`src/rtl/lab2_proc_fetch_pkg.sv`:
```
// Shared constants and the instruction-buffer entry type for the fetch unit.
package lab2_proc_fetch_pkg;

    localparam logic [31:0] c_reset_vector = 32'h0000_0200;
    localparam int          c_max_inflight = 2;

    typedef struct packed {
        logic [31:0] pc;
        logic [31:0] inst;
    } fetch_entry_t;

endpackage

```
`src/rtl/lab2_proc_fetch_fifo.sv`:
```
// Small circular FIFO with synchronous flush; used for in-flight addresses and fetched instructions.
module lab2_proc_fetch_fifo #(
    parameter  int p_width  = 32,
    parameter  int p_depth  = 2,
    localparam int c_ptr_w  = (p_depth > 1) ? $clog2(p_depth) : 1,
    localparam int c_cnt_w  = $clog2(p_depth + 1)
) (
    input  logic               clk,
    input  logic               reset,
    input  logic               flush_i,
    input  logic               push_i,
    input  logic [p_width-1:0] data_i,
    input  logic               pop_i,
    output logic [p_width-1:0] data_o,
    output logic               empty_o,
    output logic               full_o,
    output logic [c_cnt_w-1:0] count_o
);

    logic [p_width-1:0] mem_q [p_depth];
    logic [c_ptr_w-1:0] wr_ptr_q, wr_ptr_d;
    logic [c_ptr_w-1:0] rd_ptr_q, rd_ptr_d;
    logic [c_cnt_w-1:0] cnt_q, cnt_d;
    logic               do_push, do_pop;

    function automatic logic [c_ptr_w-1:0] ptr_inc(input logic [c_ptr_w-1:0] p);
        return (p == c_ptr_w'(p_depth - 1)) ? '0 : p + c_ptr_w'(1);
    endfunction

    assign empty_o = (cnt_q == '0);
    assign full_o  = (cnt_q == c_cnt_w'(p_depth));
    assign count_o = cnt_q;
    assign data_o  = mem_q[rd_ptr_q];

    // A push into a full FIFO is legal only when the head leaves in the same cycle.
    assign do_pop  = pop_i && !empty_o && !flush_i;
    assign do_push = push_i && !flush_i && (!full_o || do_pop);

    always_comb begin
        wr_ptr_d = wr_ptr_q;
        rd_ptr_d = rd_ptr_q;
        cnt_d    = cnt_q;
        if (flush_i) begin
            wr_ptr_d = '0;
            rd_ptr_d = '0;
            cnt_d    = '0;
        end else begin
            if (do_push) wr_ptr_d = ptr_inc(wr_ptr_q);
            if (do_pop)  rd_ptr_d = ptr_inc(rd_ptr_q);
            cnt_d = cnt_q + c_cnt_w'(do_push) - c_cnt_w'(do_pop);
        end
    end

    always_ff @(posedge clk or negedge reset) begin
        if (!reset) begin
            wr_ptr_q <= '0;
            rd_ptr_q <= '0;
            cnt_q    <= '0;
        end else begin
            wr_ptr_q <= wr_ptr_d;
            rd_ptr_q <= rd_ptr_d;
            cnt_q    <= cnt_d;
        end
    end

    always_ff @(posedge clk) begin
        if (do_push) mem_q[wr_ptr_q] <= data_i;
    end

    a_no_overflow: assert property (@(posedge clk) disable iff (!reset)
        (push_i && !flush_i) |-> (!full_o || pop_i));

    a_no_underflow: assert property (@(posedge clk) disable iff (!reset)
        (pop_i && !flush_i) |-> !empty_o);

endmodule

```
`src/rtl/lab2_proc_fetch_unit.sv`:
```
// Fetch stage: credit-limited imem requests, in-order responses, redirect with drop of stale replies.
module lab2_proc_fetch_unit
    import lab2_proc_fetch_pkg::*;
#(
    parameter logic [31:0] p_reset_vector = c_reset_vector,
    parameter int          p_max_inflight = c_max_inflight
) (
    input  logic        clk,
    input  logic        reset,
    output logic        imemreq_val,
    input  logic        imemreq_rdy,
    output logic [31:0] imemreq_msg_addr,
    input  logic        imemresp_val,
    output logic        imemresp_rdy,
    input  logic [31:0] imemresp_msg_data,
    input  logic        redirect_val,
    input  logic [31:0] redirect_target,
    output logic        inst_val,
    input  logic        inst_rdy,
    output logic [31:0] inst_data,
    output logic [31:0] inst_pc
);

    localparam int c_cnt_w = $clog2(p_max_inflight + 1);
    localparam int c_max_i = p_max_inflight;
    localparam logic [c_cnt_w:0] c_credit_max = c_max_i[c_cnt_w:0];

    logic [31:0]        pc_q, pc_d;
    logic [c_cnt_w-1:0] inflight_q, inflight_d;
    logic [c_cnt_w-1:0] drop_q, drop_d;
    logic [c_cnt_w-1:0] buf_count, addr_count;
    logic [c_cnt_w:0]   credit;
    logic               req_fire, resp_fire, resp_keep, inst_fire;
    logic               addr_empty, addr_full, buf_empty, buf_full;
    logic [31:0]        resp_pc;
    fetch_entry_t       buf_wdata, buf_rdata;

    // Buffered instructions hold credit too, so every reply always has a slot waiting.
    assign credit      = {1'b0, inflight_q} + {1'b0, buf_count};
    assign imemreq_val = reset && (credit < c_credit_max) && !redirect_val;
    assign imemreq_msg_addr = pc_q;
    assign imemresp_rdy     = 1'b1;

    assign req_fire  = imemreq_val && imemreq_rdy;
    assign resp_fire = reset && imemresp_val;
    assign resp_keep = resp_fire && (drop_q == '0) && !redirect_val;

    assign inst_val  = !buf_empty;
    assign inst_fire = inst_val && inst_rdy;
    assign inst_data = buf_rdata.inst;
    assign inst_pc   = buf_rdata.pc;

    assign buf_wdata.pc   = resp_pc;
    assign buf_wdata.inst = imemresp_msg_data;

    always_comb begin
        pc_d       = pc_q;
        drop_d     = drop_q;
        inflight_d = inflight_q + c_cnt_w'(req_fire) - c_cnt_w'(resp_fire);
        if (redirect_val) begin
            // Everything still in flight after this cycle belongs to the old path.
            pc_d   = redirect_target;
            drop_d = inflight_q - c_cnt_w'(resp_fire);
        end else begin
            if (req_fire) pc_d = pc_q + 32'd4;
            if (resp_fire && (drop_q != '0)) drop_d = drop_q - c_cnt_w'(1);
        end
    end

    always_ff @(posedge clk or negedge reset) begin
        if (!reset) begin
            pc_q       <= p_reset_vector;
            inflight_q <= '0;
            drop_q     <= '0;
        end else begin
            pc_q       <= pc_d;
            inflight_q <= inflight_d;
            drop_q     <= drop_d;
        end
    end

    lab2_proc_fetch_fifo #(
        .p_width (32),
        .p_depth (p_max_inflight)
    ) u_addr_fifo (
        .clk     (clk),
        .reset   (reset),
        .flush_i (1'b0),
        .push_i  (req_fire),
        .data_i  (pc_q),
        .pop_i   (resp_fire),
        .data_o  (resp_pc),
        .empty_o (addr_empty),
        .full_o  (addr_full),
        .count_o (addr_count)
    );

    lab2_proc_fetch_fifo #(
        .p_width ($bits(fetch_entry_t)),
        .p_depth (p_max_inflight)
    ) u_inst_buf (
        .clk     (clk),
        .reset   (reset),
        .flush_i (redirect_val),
        .push_i  (resp_keep),
        .data_i  (buf_wdata),
        .pop_i   (inst_fire),
        .data_o  (buf_rdata),
        .empty_o (buf_empty),
        .full_o  (buf_full),
        .count_o (buf_count)
    );

    a_inflight_tracks_fifo: assert property (@(posedge clk) disable iff (!reset)
        inflight_q == addr_count);

    a_req_has_slot: assert property (@(posedge clk) disable iff (!reset)
        req_fire |-> !addr_full);

    a_resp_has_addr: assert property (@(posedge clk) disable iff (!reset)
        resp_fire |-> !addr_empty);

    a_buf_no_overflow: assert property (@(posedge clk) disable iff (!reset)
        (resp_keep && buf_full) |-> inst_fire);

endmodule
```
`config.mk`:
```
export PLATFORM = sky130hd
export DESIGN_NAME = lab2_proc_fetch_unit
export DESIGN_NICKNAME = d
export VERILOG_FILES = /design/src/rtl/lab2_proc_fetch_pkg.sv /design/src/rtl/lab2_proc_fetch_fifo.sv /design/src/rtl/lab2_proc_fetch_unit.sv
export SDC_FILE = /design/constraint.sdc
export NUM_CORES = 1
export LEC_CHECK = 0
export ABC_CLOCK_PERIOD_IN_PS = 5950
export BUFFER_PORTS_ARGS = -buffer_cell sky130_fd_sc_hd__buf_2
export CORE_UTILIZATION = 55
export CTS_BUF_LIST = sky130_fd_sc_hd__clkbuf_8
export DETAILED_ROUTE_END_ITERATION = 7
export PLACE_DENSITY = 0.79
export RECOVER_POWER = 50
export SETUP_SLACK_MARGIN = 0.5
export SLEW_MARGIN = 20
export SYNTH_ARGS = -nofsm -noshare
export SYNTH_HDL_FRONTEND = slang
export SYNTH_SLANG_ARGS = --single-unit
```
`constraint.sdc`:
```
create_clock -name clk -period 5.95 [get_ports clk]
set_input_delay 0.2975 -clock clk [delete_from_list [all_inputs] [get_ports clk]]
set_output_delay 0.2975 -clock clk [all_outputs]
set_load 0.01 [all_outputs]
```
==> results.toml, run 1 <==
[run_status]
status = "complete, but fails checks"
violations = "capacitance limit, slew limit"

[global_routing]
grtUsageTotal_pct = 22.1
antenna_found_initial = 0
grt_pass1_vias = 5766
grt_max_degree = 65
grt_pass1_wl_um = 30100
gr-total-overflow = 0

[floorplanning]
num_io_pins = 169
initial_core_util_pct = 57.0
num_rows = 47
core_um2 = 16800
die_area_um2 = 18000
fp.dieW_um = 134
die_h_um = 134

[clock_network]
clock-root-buffer = "clkbuf_8"
cts_setup_buffers = 0
clk_pin_slew_ns = 0.06
cts-buffers-inserted = 38
clk_path_buf_depth = 3
tritoncts = "built"
hold_buffers = 41
clkLatencyLatePin_ns = 0.53
clock_sinks = 236
cts_resized = 0
htreeDepth = 2

[detailed_routing]
drt_iter0_drc = 502
dr.pass1.iters = 5
drc = 0
wirelength_um = 19600
ant_nets = 0
vias = 5828
viasPerCell = 5.50
wl_per_cell_um = 18.5

[logic_synthesis]
yosys.area_share.adder_pct = 1.38
synthXorXnorAreaFrac_pct = 1.74
synth_top_area_share_pct = 60.1
synth_top_family_by_area = "multiplexers"
yosys_register_bits = 236
synth_compound_area_share_pct = 3.37
synth_cells = 584
syn_nets = 664
syn_avg_cell_area_um2 = 16.4
synth_mux_area_share_pct = 12.0
ys_seq_area_share_pct = 71.6
synth_area_um2 = 9590
ys.flop_type = "edfxtp_1"
ys.warnings.count = 0
ys_top_cells_by_area = "edfxtp_1 (60%), mux2_2 (12%), dfrtp_1 (11%)"
yosysTopAreaCell = "edfxtp_1"
yosys.area_share.simple_pct = 7.76
synth_edf_count = 192
ys_async_sr_fraction_pct = 18.6
ys_types = 52

[placement]
dp_slack_ns = 1.92
placed_cells = 949
place_area_um2 = 10600
place.gp.congestion = 0.832
place_hpwl_um = 12400
numPortBuffers = 167

[worst_setup_path]
start_kind = "input port"
end_kind = "flop"
crit_type = "input port to flop"
crit_path_max_fanout = 48
worst-r2r-setup-slack_ns = 2.38
required_ns = 6.10
arrival_ns = 3.74

[cells_and_area]
num_antenna_cells = 0
fin_area_um2 = 11600
fin_nets = 890
drive_above_1_share_pct = 28.9
fin_cells = 1060
nFillCells = 1139
fin_util_pct = 69.1
area_growth_pct = 21.3

[sta]
slew_headroom_pct = -24.2
period_minus_slack_ns = 3.58
finalSetupTns_ns = 0
hold_viol_final = 0
hold_slack_ns = 0.0288
finalCritPeriodShare_pct = 60.2
rsz0062_at_grt = "no"
skew_ns = 0.0247
drv_slew = 112
timing.final.ws_setup_ns = 2.37
tightest_slew_ns = 1.86
fmax_mhz = 279
final-setup-viol-count = 0

[power_and_ir_drop]
peakVddDrop_mv = 0.233
p_leak_nw = 4.23
p_total_mw = 3.91
p_per_area_nw_per_um2 = 336

[hold_path]
min_path_type = "input port to flop"

[run]
maxCapViolCount = 3
routing by layer:
layer	wire length (um)	GRT usage [%]	vias up
li1	-	-	2703
met1	8140	28.4	2832
met2	9790	37.1	260
met3	1280	4.16	33
met4	370	9.49	0
met5	0	0	-
cell usage after synthesis (2+ instances only):
| master | number |
|---|---|
| clkbuf_1 | 16 |
| ha_1 | 9 |
| nor4b_1 | 3 |
| nor2b_1 | 5 |
| a31oi_1 | 16 |
| nand4_1 | 7 |
| edfxtp_1 | 192 |
| o21ai_0 | 13 |
| nand4_4 | 2 |
| o31ai_1 | 12 |
| buf_4 | 3 |
| dfrtp_1 | 43 |
| and2_1 | 2 |
| and3_1 | 3 |
| buf_6 | 3 |
| mux2i_1 | 2 |
| nand3_1 | 18 |
| nand3b_1 | 2 |
| nor3_1 | 2 |
| xor2_1 | 9 |
| or4_1 | 18 |
| nand2_1 | 24 |
| inv_1 | 14 |
| xnor2_1 | 10 |
| mux2_2 | 100 |
| and3_2 | 2 |
| or2_2 | 2 |
| clkbuf_8 | 2 |
| and4_1 | 2 |
| o211ai_1 | 4 |
| nor2_1 | 23 |
power by group:
| part | switching [mW] | internal, mW |
|---|---|---|
| Sequential | 0.0872 | 1.95 |
| Clock | 0.603 | 0.670 |
| Combinational | 0.325 | 0.272 |
| Total | 1.02 | 2.89 |
worst max-delay path, cell delays in order:
cell and delay, ns:
dlygate4sd3_1 0.52, buf_4 0.49, nand2_1 0.24, nor4b_1 0.71
nor2b_4 0.87, buf_4 0.55
registers in the layout, summed over array words and instances (netlist names), 2 cells and up:
register	cells
u_addr_fifo.mem_q	64
u_addr_fifo.count_o	2
u_inst_buf.count_o	2
inflight_q	2
imemreq_msg_addr	32
u_inst_buf.mem_q	128
drop_q	2
cell type report:
cell class / instances / area (um2) / share of cell area (%)
tap: 220 / 275 / 2.37
timing repair buffer: 212 / 1190 / 10.3
multi-input combinational: 308 / 2530 / 21.8
clock inverter: 30 / 153 / 1.31
sequential: 236 / 6870 / 59.1
clock buffer: 40 / 551 / 4.73
inverter: 14 / 52.6 / 0.452
cells in the final DEF (no fill, tap or decap), types with 3 or more instances in the layout:
cell and count:
dlygate4sd3_1 41, ha_1 9, clkinv_2 3, clkbuf_8 40, o21ai_0 13, clkinv_1 11
dfrtp_1 42, nor4b_1 3, nor2_1 23, nor2b_1 3, mux2_1 25, buf_4 3
mux2_2 75, o31ai_1 12, nand3_1 18, xnor2_1 10, a31oi_1 16, and3_1 3
o211ai_1 4, nand4_1 7, or4_1 18, and4_1 3, nand2_1 24, buf_2 105
clkbuf_1 62, xor2_1 9, inv_1 27, edfxtp_1 192
cells by family (layout without fill, tap and decap cells):
group                    Yosys count  in the layout
AND/OR/NAND/NOR                  126            126
multiplexers                     102            102
buffers and inverters             40            296
XOR/XNOR                          19             19
other                              1              1
AO/OA/AOI/OAI                     50             50
adder cells (fa/ha/maj)           10             10
flip-flops                       236            236
path summary, 6_finish.rpt:
kind	from	end	cells past startpoint
setup / recovery	reset	u_inst_buf.mem_q[0][27]	6
hold / removal	redirect_target[5]	imemreq_msg_addr[5]	3
setup reg to reg	u_inst_buf.count_o[0]	u_addr_fifo.mem_q[0][6]	7
hold reg to reg	u_addr_fifo.rd_ptr_q	u_addr_fifo.rd_ptr_q	1
max in group asynchronous	reset	u_inst_buf.rd_ptr_q	2
min in group asynchronous	reset	inflight_q[0]	2
(Power assumes the default switching activity.)
==> inputs of run 2 (changes only) <==
ABC_AREA = 1   (was unset)
ABC_CLOCK_PERIOD_IN_PS = 3550   (was 5950)
PLACE_DENSITY = 0.78   (was 0.79)
clock period = 3.55 ns   (was 5.95 ns; I/O delays follow)
==> results.toml, run 2 <==
[sta]
finalCritPeriodShare_pct = 73.5
skew_ns = 0.0209
drv_slew = 0
rsz0062_at_grt = "no"
hold_viol_final = 0
fmax_mhz = 383
finalSetupTns_ns = 0
tightest_slew_ns = 1.42
slew_headroom_pct = 5.31
final-setup-viol-count = 0
timing.final.ws_setup_ns = 0.941
period_minus_slack_ns = 2.61
hold_slack_ns = 0.0620

[detailed_routing]
vias = 7368
wl_met1_um = 9340
met3_length_um = 1620
dr.pass1.iters = 5
wl_met2_um = 10500
wirelength_um = 22100
drt_iter0_drc = 475
top_layer = "met4"
wl_per_cell_um = 15.3
viasPerCell = 5.11
drc = 0
ant_nets = 0

[floorplanning]
num_rows = 48
die_area_um2 = 18700
die_h_um = 137
fp.dieW_um = 137
initial_core_util_pct = 57.1
num_io_pins = 169
core_um2 = 17500

[cells_and_area]
final_cell_mix = "nand2_1 (420), edfxtp_1 (192), buf_2 (99), clkbuf_1 (68), dlygate4sd3_1 (65)"
largest_register = "u_inst_buf.mem_q"
fin_util_pct = 70.9
largest_reg_flops = 128
mostFrequentLayoutCell = "nand2_1"
fin_cells = 1442
drive_above_1_share_pct = 16.2
num_antenna_cells = 0
area_growth_pct = 24.3
fin_area_um2 = 12400
fin_nets = 1267

[run]
maxCapViolCount = 0

[worst_setup_path]
r2r-start = "inflight_q[0]"
startpoint = "inflight_q[0]"
crit_type = "flop to flop"
cpLargestDelayFamily = "simple AND/OR/NAND/NOR gates"
arrival_ns = 2.79
cpMostUsedCell = "nand2_1"
start_kind = "flop"
end_kind = "flop"
cp_slowest_stage_delay_ns = 0.43
crit_buf_inv = 3
required_ns = 3.73
crit_path_max_fanout = 32
path_cells = "nand2_1, inv_1, fa_1, nor2_1, nand4_4, clkinv_2, nand2_1, nor2_2, buf_4"
crit_path_top_delay_cell = "fa_1"

[placement]
place.gp.congestion = 0.847
placed_cells = 1307
dp_slack_ns = 0.940
place_area_um2 = 11100
place_hpwl_um = 13500
numPortBuffers = 167

[logic_synthesis]
syn_avg_cell_area_um2 = 10.7
ys_top_cells_by_area = "edfxtp_1 (58%), nand2_1 (16%), dfrtp_1 (11%)"
yosysTopAreaCell = "edfxtp_1"
synth_top_family_by_area = "simple AND/OR/NAND/NOR gates"
synth_area_um2 = 10000
synth_compound_area_share_pct = 2.09
synth_edf_count = 192
syn_nets = 1018
ys.flop_type = "edfxtp_1"
yosys-top-cells-count = "nand2_1 (420), edfxtp_1 (192), nand3_1 (63)"
synth_mux_area_share_pct = 0
yosys_register_bits = 236
ys_types = 36
synthXorXnorAreaFrac_pct = 1.31
synth_top_area_share_pct = 57.6
ys_async_sr_fraction_pct = 18.6
synth_cells = 938
ys_seq_area_share_pct = 68.6
synth.most_common_cell = "nand2_1"
yosys.area_share.simple_pct = 22.7
ys.warnings.count = 0
yosys.area_share.adder_pct = 1.33

[global_routing]
grt_pass1_vias = 7175
grtUsageTotal_pct = 24.3
grt_pass1_wl_um = 34600
grt_max_degree = 65
gr-total-overflow = 0
antenna_found_initial = 0

[clock_network]
clkLatencyLatePin_ns = 0.54
clk_path_buf_depth = 3
clk_pin_slew_ns = 0.06
tritoncts = "built"
cts-buffers-inserted = 38
htreeDepth = 2
clock-root-buffer = "clkbuf_8"
clock_sinks = 236

[power_and_ir_drop]
p_int_mw = 5.08
peakVddDrop_mv = 0.347
switching_share_pct = 29.1
power.switching_mw = 2.08
seqPwrFrac_pct = 49.1
p_per_area_nw_per_um2 = 576
p_leak_nw = 5.27
comb_power_share_pct = 17.6
pwr-share-clk_pct = 33.2
p_total_mw = 7.16

[hold_path]
hp-start = "redirect_target[30]"
min_path_type = "input port to flop"

[run_status]
status = "completed"
-- run 2: changes by cell type after synthesis, moves of 17 or more --
| cell | before | now |
|---|---|---|
| nand2_1 | 24 | 420 |
| inv_1 | 14 | 55 |
| nor2_1 | 23 | 40 |
| mux2_2 | 100 | 0 |
| nand3_1 | 18 | 63 |
| or4_1 | 18 | 0 |
-- run 2: routing by layer --
metal	GRT usage, %	vias up
li1	-	3578
met5	0	-
met2	40.3	287
met3	4.96	62
met1	30.9	3441
met4	10.9	0
-- run 2: worst reg2reg max path, stage by stage, from the launching register on --
cell and delay [ns]:
dfrtp_1 0.39, nand2_1 0.07, inv_1 0.04, fa_1 0.43
nor2_1 0.24, nand4_4 0.33, clkinv_2 0.13, nand2_1 0.11
nor2_2 0.11, buf_4 0.38
-- run 2: layout make-up --
class / count / area, um2
Timing Repair Buffer: 242 / 1500
Fill cell: 1286 / 5100
Multi-Input combinational cell: 610 / 2760
Inverter: 59 / 225
Clock buffer: 49 / 674
Tap cell: 225 / 282
Clock inverter: 21 / 124
Sequential cell: 236 / 6870
-- run 2: final timing paths --
check	end	slack, ns	cells after the start
max in group asynchronous	u_addr_fifo.count_o[0]	1.66	3
setup / recovery	u_addr_fifo.mem_q[0][3]	0.94	9
hold reg to reg	u_addr_fifo.mem_q[0][1]	0.53	0
hold / removal	imemreq_msg_addr[30]	0.06	5
min in group asynchronous	imemreq_msg_addr[11]	0.19	2
setup reg to reg	u_addr_fifo.mem_q[0][3]	0.94	9
-- run 2: cells by family (layout without fill, tap and decap cells) --
group | Yosys count | in the layout
simple gates | 549 | 549
flops | 236 | 236
buf+inv | 92 | 371
compound gates | 35 | 35
xor+xnor | 15 | 15
fa+ha+maj | 10 | 10
other cells | 1 | 1
-- run 2: power groups by stage --
stage	Combinational (mW)	Sequential, mW	Clock, mW
2_1_floorplan	0.778	3.53	0
3_3_place_gp	1.17	3.55	0
3_5_place_dp	1.23	3.56	0
4_1_cts	1.29	3.51	2.43
5_1_grt	1.42	3.54	2.54
6_report	1.26	3.52	2.38
-- run 2: repair_timing --
| item | CTS | global route |
|---|---|---|
| hold buffers | 65 | 0 |
| buffers inserted | 0 | 0 |
| resized for setup | 0 | 0 |
| hold endpoints to repair | 115 | 0 |
| setup endpoints to repair | 0 | 0 |
